[config.mk]
export PLATFORM = sky130hd
export DESIGN_NAME = hash_round_sequencer
export DESIGN_NICKNAME = d
export VERILOG_FILES = /design/src/rtl/hash_round_sequencer.sv
export SDC_FILE = /design/constraint.sdc
export NUM_CORES = 1
export LEC_CHECK = 0
export BUFFER_PORTS_ARGS = -buffer_cell sky130_fd_sc_hd__clkbuf_2
export CAP_MARGIN = 20
export CELL_PAD_IN_SITES_DETAIL_PLACEMENT = 0
export CELL_PAD_IN_SITES_GLOBAL_PLACEMENT = 1
export CORE_AREA = 5 5 306 308
export CTS_CLUSTER_DIAMETER = 80
export CTS_CLUSTER_SIZE = 40
export DETAILED_ROUTE_END_ITERATION = 8
export DIE_AREA = 0 0 311 313
export PLACE_DENSITY = 0.53
export SYNTH_ARGS = -nofsm -noshare
export SYNTH_HDL_FRONTEND = slang
export SYNTH_SLANG_ARGS = --single-unit
[constraint.sdc]
create_clock -name clk -period 11.4 [get_ports clk]
set_clock_uncertainty 0.15 [all_clocks]
set_input_delay 1.71 -clock clk [delete_from_list [all_inputs] [get_ports clk]]
set_output_delay 1.71 -clock clk [all_outputs]
set_load 0.05 [all_outputs]
[src/rtl/hash_round_sequencer.sv]
// Sequences one 128-bit hash block: latch state/set, ROUNDS external round steps, one final-add step, hold result.
// Defining HASH_SEQ_ABORT_EN adds an abort input that cancels a block in progress.
module hash_round_sequencer #(
  parameter int ROUNDS = 16,
  parameter int CNT_W  = 8
) (
  input  logic             clk,
  input  logic             reset,
  input  logic             in_valid,
  output logic             in_ready,
  input  logic [127:0]     in_block,
  input  logic [1:0]       in_set_type,
`ifdef HASH_SEQ_ABORT_EN
  input  logic             abort,
`endif
  output logic [127:0]     rnd_in,
  output logic [CNT_W-1:0] rnd_idx,
  input  logic [127:0]     rnd_out,
  output logic [127:0]     fin_A,
  output logic [1:0]       fin_set_type,
  input  logic [127:0]     fin_out,
  output logic             out_valid,
  input  logic             out_ready,
  output logic [127:0]     out_hash,
  output logic             busy
);

  typedef enum logic [1:0] {
    IDLE  = 2'd0,
    ROUND = 2'd1,
    FINAL = 2'd2,
    DONE  = 2'd3
  } fsm_t;

  localparam logic [CNT_W-1:0] LAST_IDX = CNT_W'(ROUNDS - 1);

  fsm_t             fsm_reg, fsm_next;
  logic [127:0]     state_reg, state_next;
  logic [127:0]     result_reg, result_next;
  logic [1:0]       set_reg, set_next;
  logic [CNT_W-1:0] cnt_reg, cnt_next;

  always_ff @(posedge clk or posedge reset) begin
    if (reset) begin
      fsm_reg    <= IDLE;
      state_reg  <= '0;
      result_reg <= '0;
      set_reg    <= '0;
      cnt_reg    <= '0;
    end else begin
      fsm_reg    <= fsm_next;
      state_reg  <= state_next;
      result_reg <= result_next;
      set_reg    <= set_next;
      cnt_reg    <= cnt_next;
    end
  end

  always_comb begin
    fsm_next    = fsm_reg;
    state_next  = state_reg;
    result_next = result_reg;
    set_next    = set_reg;
    cnt_next    = cnt_reg;
    case (fsm_reg)
      IDLE: begin
        if (in_valid) begin
          state_next = in_block;
          set_next   = in_set_type;
          cnt_next   = '0;
          fsm_next   = ROUND;
        end
      end
      ROUND: begin
        state_next = rnd_out;
        if (cnt_reg == LAST_IDX) begin
          cnt_next = '0;
          fsm_next = FINAL;
        end else begin
          cnt_next = cnt_reg + 1'b1;
        end
      end
      FINAL: begin
        result_next = fin_out;
        fsm_next    = DONE;
      end
      DONE: begin
        if (out_ready) begin
          fsm_next = IDLE;
        end
      end
      default: fsm_next = IDLE;
    endcase
`ifdef HASH_SEQ_ABORT_EN
    // Abort wins over round/final progression; the previously delivered result stays visible.
    if (abort && (fsm_reg == ROUND || fsm_reg == FINAL)) begin
      fsm_next    = IDLE;
      cnt_next    = '0;
      state_next  = state_reg;
      result_next = result_reg;
    end
`endif
  end

  assign in_ready     = (fsm_reg == IDLE);
  assign busy         = (fsm_reg == ROUND) || (fsm_reg == FINAL);
  assign out_valid    = (fsm_reg == DONE);
  assign out_hash     = result_reg;
  assign rnd_in       = state_reg;
  assign rnd_idx      = cnt_reg;
  assign fin_A        = state_reg;
  assign fin_set_type = set_reg;

endmodule

# --- After elaboration in Yosys (flattened, before gate mapping) ---
# Index checks and enable logic that the tools add are counted.
totals:
  reg_bits: 268
  output_inout_bits: 397
op_classes:
  n_addsub: 1
  eq_ne: 7
  muxes: 9
  n_reduce_logical: 6
op_table:
  columns: ["operator", "n"]
  rows:
  - ["$pmux W128 S2", 1]
  - ["$mux W128", 1]
  - ["$mux W8", 2]
  - ["$pmux W8 S2", 1]
  - ["$add A8 B1 Y8 const B", 1]
  - ["$eq A8 B4 Y1 const B", 1]
  - ["$pmux W2 S4", 1]
  - ["$mux W2", 3]
  - ["$eq A2 B2 Y1 const B", 2]
  - ["$ne A2 B2 Y1 const B", 2]
  - ["$reduce_and A2 Y1", 2]
  - ["$reduce_and A3 Y1", 1]
  - ["$eq A2 B1 Y1 const B", 1]
  - ["$logic_not A2 Y1", 1]
  - ["$ne A2 B1 Y1 const B", 1]
  - ["$reduce_bool A2 Y1", 1]
  - ["$logic_or A1 B1 Y1", 1]

# --- Longest topological paths before layout ---
logic_depth:
  ltp_word: 3
  ltp_mapped: 10

# --- Least setup slack after synthesis ---
# Ideal clock, no wire load.
synth_timing:
  path_type: "input -> register"
  startpoint: "input port in_valid"
  endpoint: "register state_reg[10] (netlist: fin_A[10])"
  setup_ps: 83
  t_arrival_ps: 2732
  required_ps: 11167
  slack_ps: 8436
  path_stages: 7
  path_cell_list: "mux2i_1 -> buf_4 -> buf_6 -> buf_4 -> buf_2 -> nand2_1 -> o21ai_0"
synth_via:
  elab_chain_len: 2
synth_lines:
  columns: ["element", "line", "rtl"]
  rows:
  - ["from (decl)", "9", "input logic in_valid,"]
  - ["$ne A2 B2 Y1 (no source line)", null, null]
  - ["$reduce_and A2 Y1 (no source line)", null, null]
  - ["to (signal assigned)", "52", "state_reg <= state_next;"]
  - ["to (decl)", "38", "logic [127:0] state_reg, state_next;"]
# Every way passes these cells.
# A chain may end at the register's enable or synchronous reset.

# --- Worst setup path in the final report ---
layout_timing:
  startpoint: "register fsm_reg[0]"
  endpoint: "output port in_ready"
layout_via:
  elab_chain_len: 1
layout_lines:
  columns: ["element", "line", "rtl"]
  rows:
  - ["from (decl)", "37", "fsm_t fsm_reg, fsm_next;"]
  - ["from (signal assigned)", "51", "fsm_reg <= fsm_next;"]
  - ["$logic_not A2 Y1", "105", "assign in_ready = (fsm_reg == IDLE);"]
  - ["to (decl)", "10", "output logic in_ready,"]
# Every way passes these cells.

==> out/metrics.yaml <==
global_routing:
  grt_max_degree: 196
  grt-ovfl-total: 0
  antenna_found_initial: 13
  grt_pass1_wl_mm: 69.4
  gr-usage-all-layers_pct: 9.18
  grt_pass1_vias: 10425
floorplan:
  io_pins: 787
  core-area_sq_mm: 0.0908
  die_area_sq_mm: 0.0973
  start_util_pct: 13.4
  fp.dieW_um: 311
  row_count: 111
  fp.dieH_um: 313
run:
  maxCapViolCount: 0
sta:
  hold_violations: 0
  finalSetupTns_ns: 0
  layout_setup_ws_ns: 7.66
  setup_violations: 0
  min_period_ns: 3.74
  fmax_mhz: 268
  slew_headroom_pct: 37.6
  slew_violations: 0
  rsz0062_at_grt: "false"
  tightest_slew_ns: 0.937
  finalCritPeriodShare_pct: 32.8
hold_path:
  hp-start: "fin_A[80]$_DFFE_PP0P_"
  hold_end: "fin_A[80]$_DFFE_PP0P_"
  min_path_cells: 2
  hold_path_class: "reg -> reg"
routing:
  drtAntennaViolNets: 0
  drc: 0
  routed_wl_mm: 47.3
  num_vias: 9754
  dr.pass1.iters: 5
  wl_per_cell_um: 16.5
  drt-initial-drc-count: 359
  via_per_inst: 3.41
clock_tree:
  post-cts-setup-buffer-count: 0
  cts_buffers: 23
  clk_pin_slew_ns: 0.08
  cts.path.max_buffers: 3
  holdBufCountCts: 0
  cts.sinks: 268
  cts-root-buf: "clkbuf_16"
  htreeDepth: 1
  tritoncts: "built"
  cts_resized: 0
  clock_latency_ns: 0.55
final_layout:
  fin_util_pct: 19.1
  final_net_count: 2047
  fillers: 10046
  areaGrowthSynthToFinish_pct: 42.0
  drive_gt1_share_pct: 58.4
  final_cells: 2862
worst_setup_path:
  r2r_start: "fsm_reg[0]$_DFFE_PP0P_"
  path_cells: "inv_1 > ha_1 > clkbuf_2"
  crit_family: "buffers and inverters"
  required_ns: 9.54
  regToRegEndpoint: "fin_A[46]$_DFFE_PP0P_"
  cp-end-kind: "output port"
  rrSetupSlack_ns: 8.31
  cpPeakStageDelay_ns: 0.44
  cp_slowest_cell: "dfrtp_1"
  crit_buf_inv: 2
  critical_path_class: "reg -> out"
  path_max_fanout: 6
  arrival_ns: 1.88
  cp-start-kind: "register"
  r2r_cells: 6
placed_design:
  portBuffers: 786
  dp_slack_ns: 7.18
  dpl.cell_count: 2813
  hpwl_mm: 38.8
  routabilityCongestion: 0.818
logic_synthesis:
  ys_seq_area_share_pct: 55.0
  synth_warnings: 0
  avgSynthCellArea_sq_um: 12.0
  syn_inst: 1018
  synth_nets: 1413
  synth.distinct_cells: 31
  ys_seq_elements: 268
  syn_area_sq_mm: 0.0122
outcome:
  status: "finished, final reports clean"
power:
  cellPowerDensity_mw_per_mm2: 126
  vdd_drop_max_v: 0.000101
  power_leakage_nw: 9.55
how the worst max path moves through the flow:
stage	depth (start not counted)	from	to	slack (ns)
floorplan	1	reset	fin_A[0]$_DFFE_PP0P_	2.16
global placement	4	reset	fin_A[49]$_DFFE_PP0P_	7.25
detailed placement	4	reset	fin_A[49]$_DFFE_PP0P_	7.18
global route	4	reset	fin_A[49]$_DFFE_PP0P_	7.48
finish	3	fsm_reg[0]$_DFFE_PP0P_	in_ready	7.66
CTS	3	fsm_reg[0]$_DFFE_PP0P_	in_ready	7.59
power by group:
group          switching (mW)  leakage (nW)  internal [mW]
sequential             0.0240          3.42          0.973
clock                   0.408         0.385          0.451
combinational           0.244          5.75         0.0909
total                   0.675          9.55           1.52
cell usage after synthesis, drive strengths merged:
| master | instances | share of area (%) |
|---|---|---|
| o31ai | 2 | 0.24 |
| ha | 5 | 0.51 |
| inv | 4 | 0.12 |
| a21oi | 4 | 0.16 |
| nor4b | 1 | 0.19 |
| mux2 | 132 | 12 |
| xnor2 | 2 | 0.14 |
| a32oi | 1 | 0.072 |
| a21o | 2 | 0.12 |
| or4 | 1 | 0.062 |
| nand2b | 2 | 0.10 |
| nand3 | 4 | 0.16 |
| clkbuf | 34 | 1.0 |
| buf | 152 | 9.0 |
| mux2i | 130 | 11 |
| or2b | 1 | 0.062 |
| o21ai | 129 | 5.3 |
| or3 | 2 | 0.14 |
| nor4 | 1 | 0.17 |
| a32o | 1 | 0.082 |
| nor2 | 1 | 0.031 |
| nand2 | 136 | 4.2 |
| dfrtp | 268 | 55 |
| o22ai | 1 | 0.051 |
| a22o | 2 | 0.14 |
through the flow:
step	instance area (sq um)	power, mW	hold WS [ns]
floorplan	12200	1.25	0.367
global placement	16500	1.36	0.341
detailed placement	16500	1.36	0.346
CTS	17300	2.25	0.364
global route	17300	2.30	0.374
finish	17300	2.19	0.356
worst reg2reg max path, delay by kind of cell, from the launching register on:
kind                     cells  cell delay (ns)
adder cells (fa/ha/maj)      1             0.36
multiplexers                 1             0.27
buffers and inverters        3             1.24
AO/OA/AOI/OAI                1             0.47
flip-flops                   1             0.44
cell usage in the layout (no fill, tap or decap), drive strengths merged:
cell      count
a32oi         1
inv          13
a22o          2
o22ai         1
a21oi         4
clkinv        3
or2b          1
xnor2         2
buf           9
diode         9
bufinv        3
mux2        132
nand2b        2
clkbuf      809
a21o          2
nor4          1
dfrtp       268
or3           2
o21ai       129
or4           1
ha            5
o31ai         2
clkinvlp      2
nand3         4
nand2       136
a32o          1
nor4b         1
nor2          1
mux2i       130
cell type report:
class | instances | area, sq um | share of cell area [%]
Inverter | 4 | 22.5 | 0.130
Sequential cell | 268 | 6710 | 38.7
Timing Repair Buffer | 795 | 4010 | 23.2
Clock inverter | 17 | 215 | 1.24
Antenna cell | 9 | 22.5 | 0.130
Multi-Input combinational cell | 560 | 4280 | 24.7
Tap cell | 1186 | 1480 | 8.57
Clock buffer | 23 | 576 | 3.32
metal layers:
layer | global-route usage [%] | wire length (um) | up-vias
li1 | - | - | 4643
met3 | 4.97 | 5800 | 56
met1 | 9.63 | 16900 | 4586
met5 | 0 | 53 | -
met4 | 2.72 | 1300 | 8
met2 | 15.9 | 23300 | 461
cells by family (layout without fill, tap and decap cells):
| kind of cell | count (synthesis) | in the layout | share of synthesized area, % |
|---|---|---|---|
| buffers and inverters | 190 | 839 | 10.2 |
| muxes | 262 | 262 | 22.9 |
| and+or+nand+nor | 149 | 149 | 5.12 |
| adders and majority gates | 5 | 5 | 0.513 |
| xor gates and xnor gates | 2 | 2 | 0.144 |
| other | 0 | 9 | 0 |
| AOI/OAI and AO/OA | 142 | 142 | 6.17 |
| DFF | 268 | 268 | 55.0 |
No activity file was read; power rests on OpenSTA's default activity.
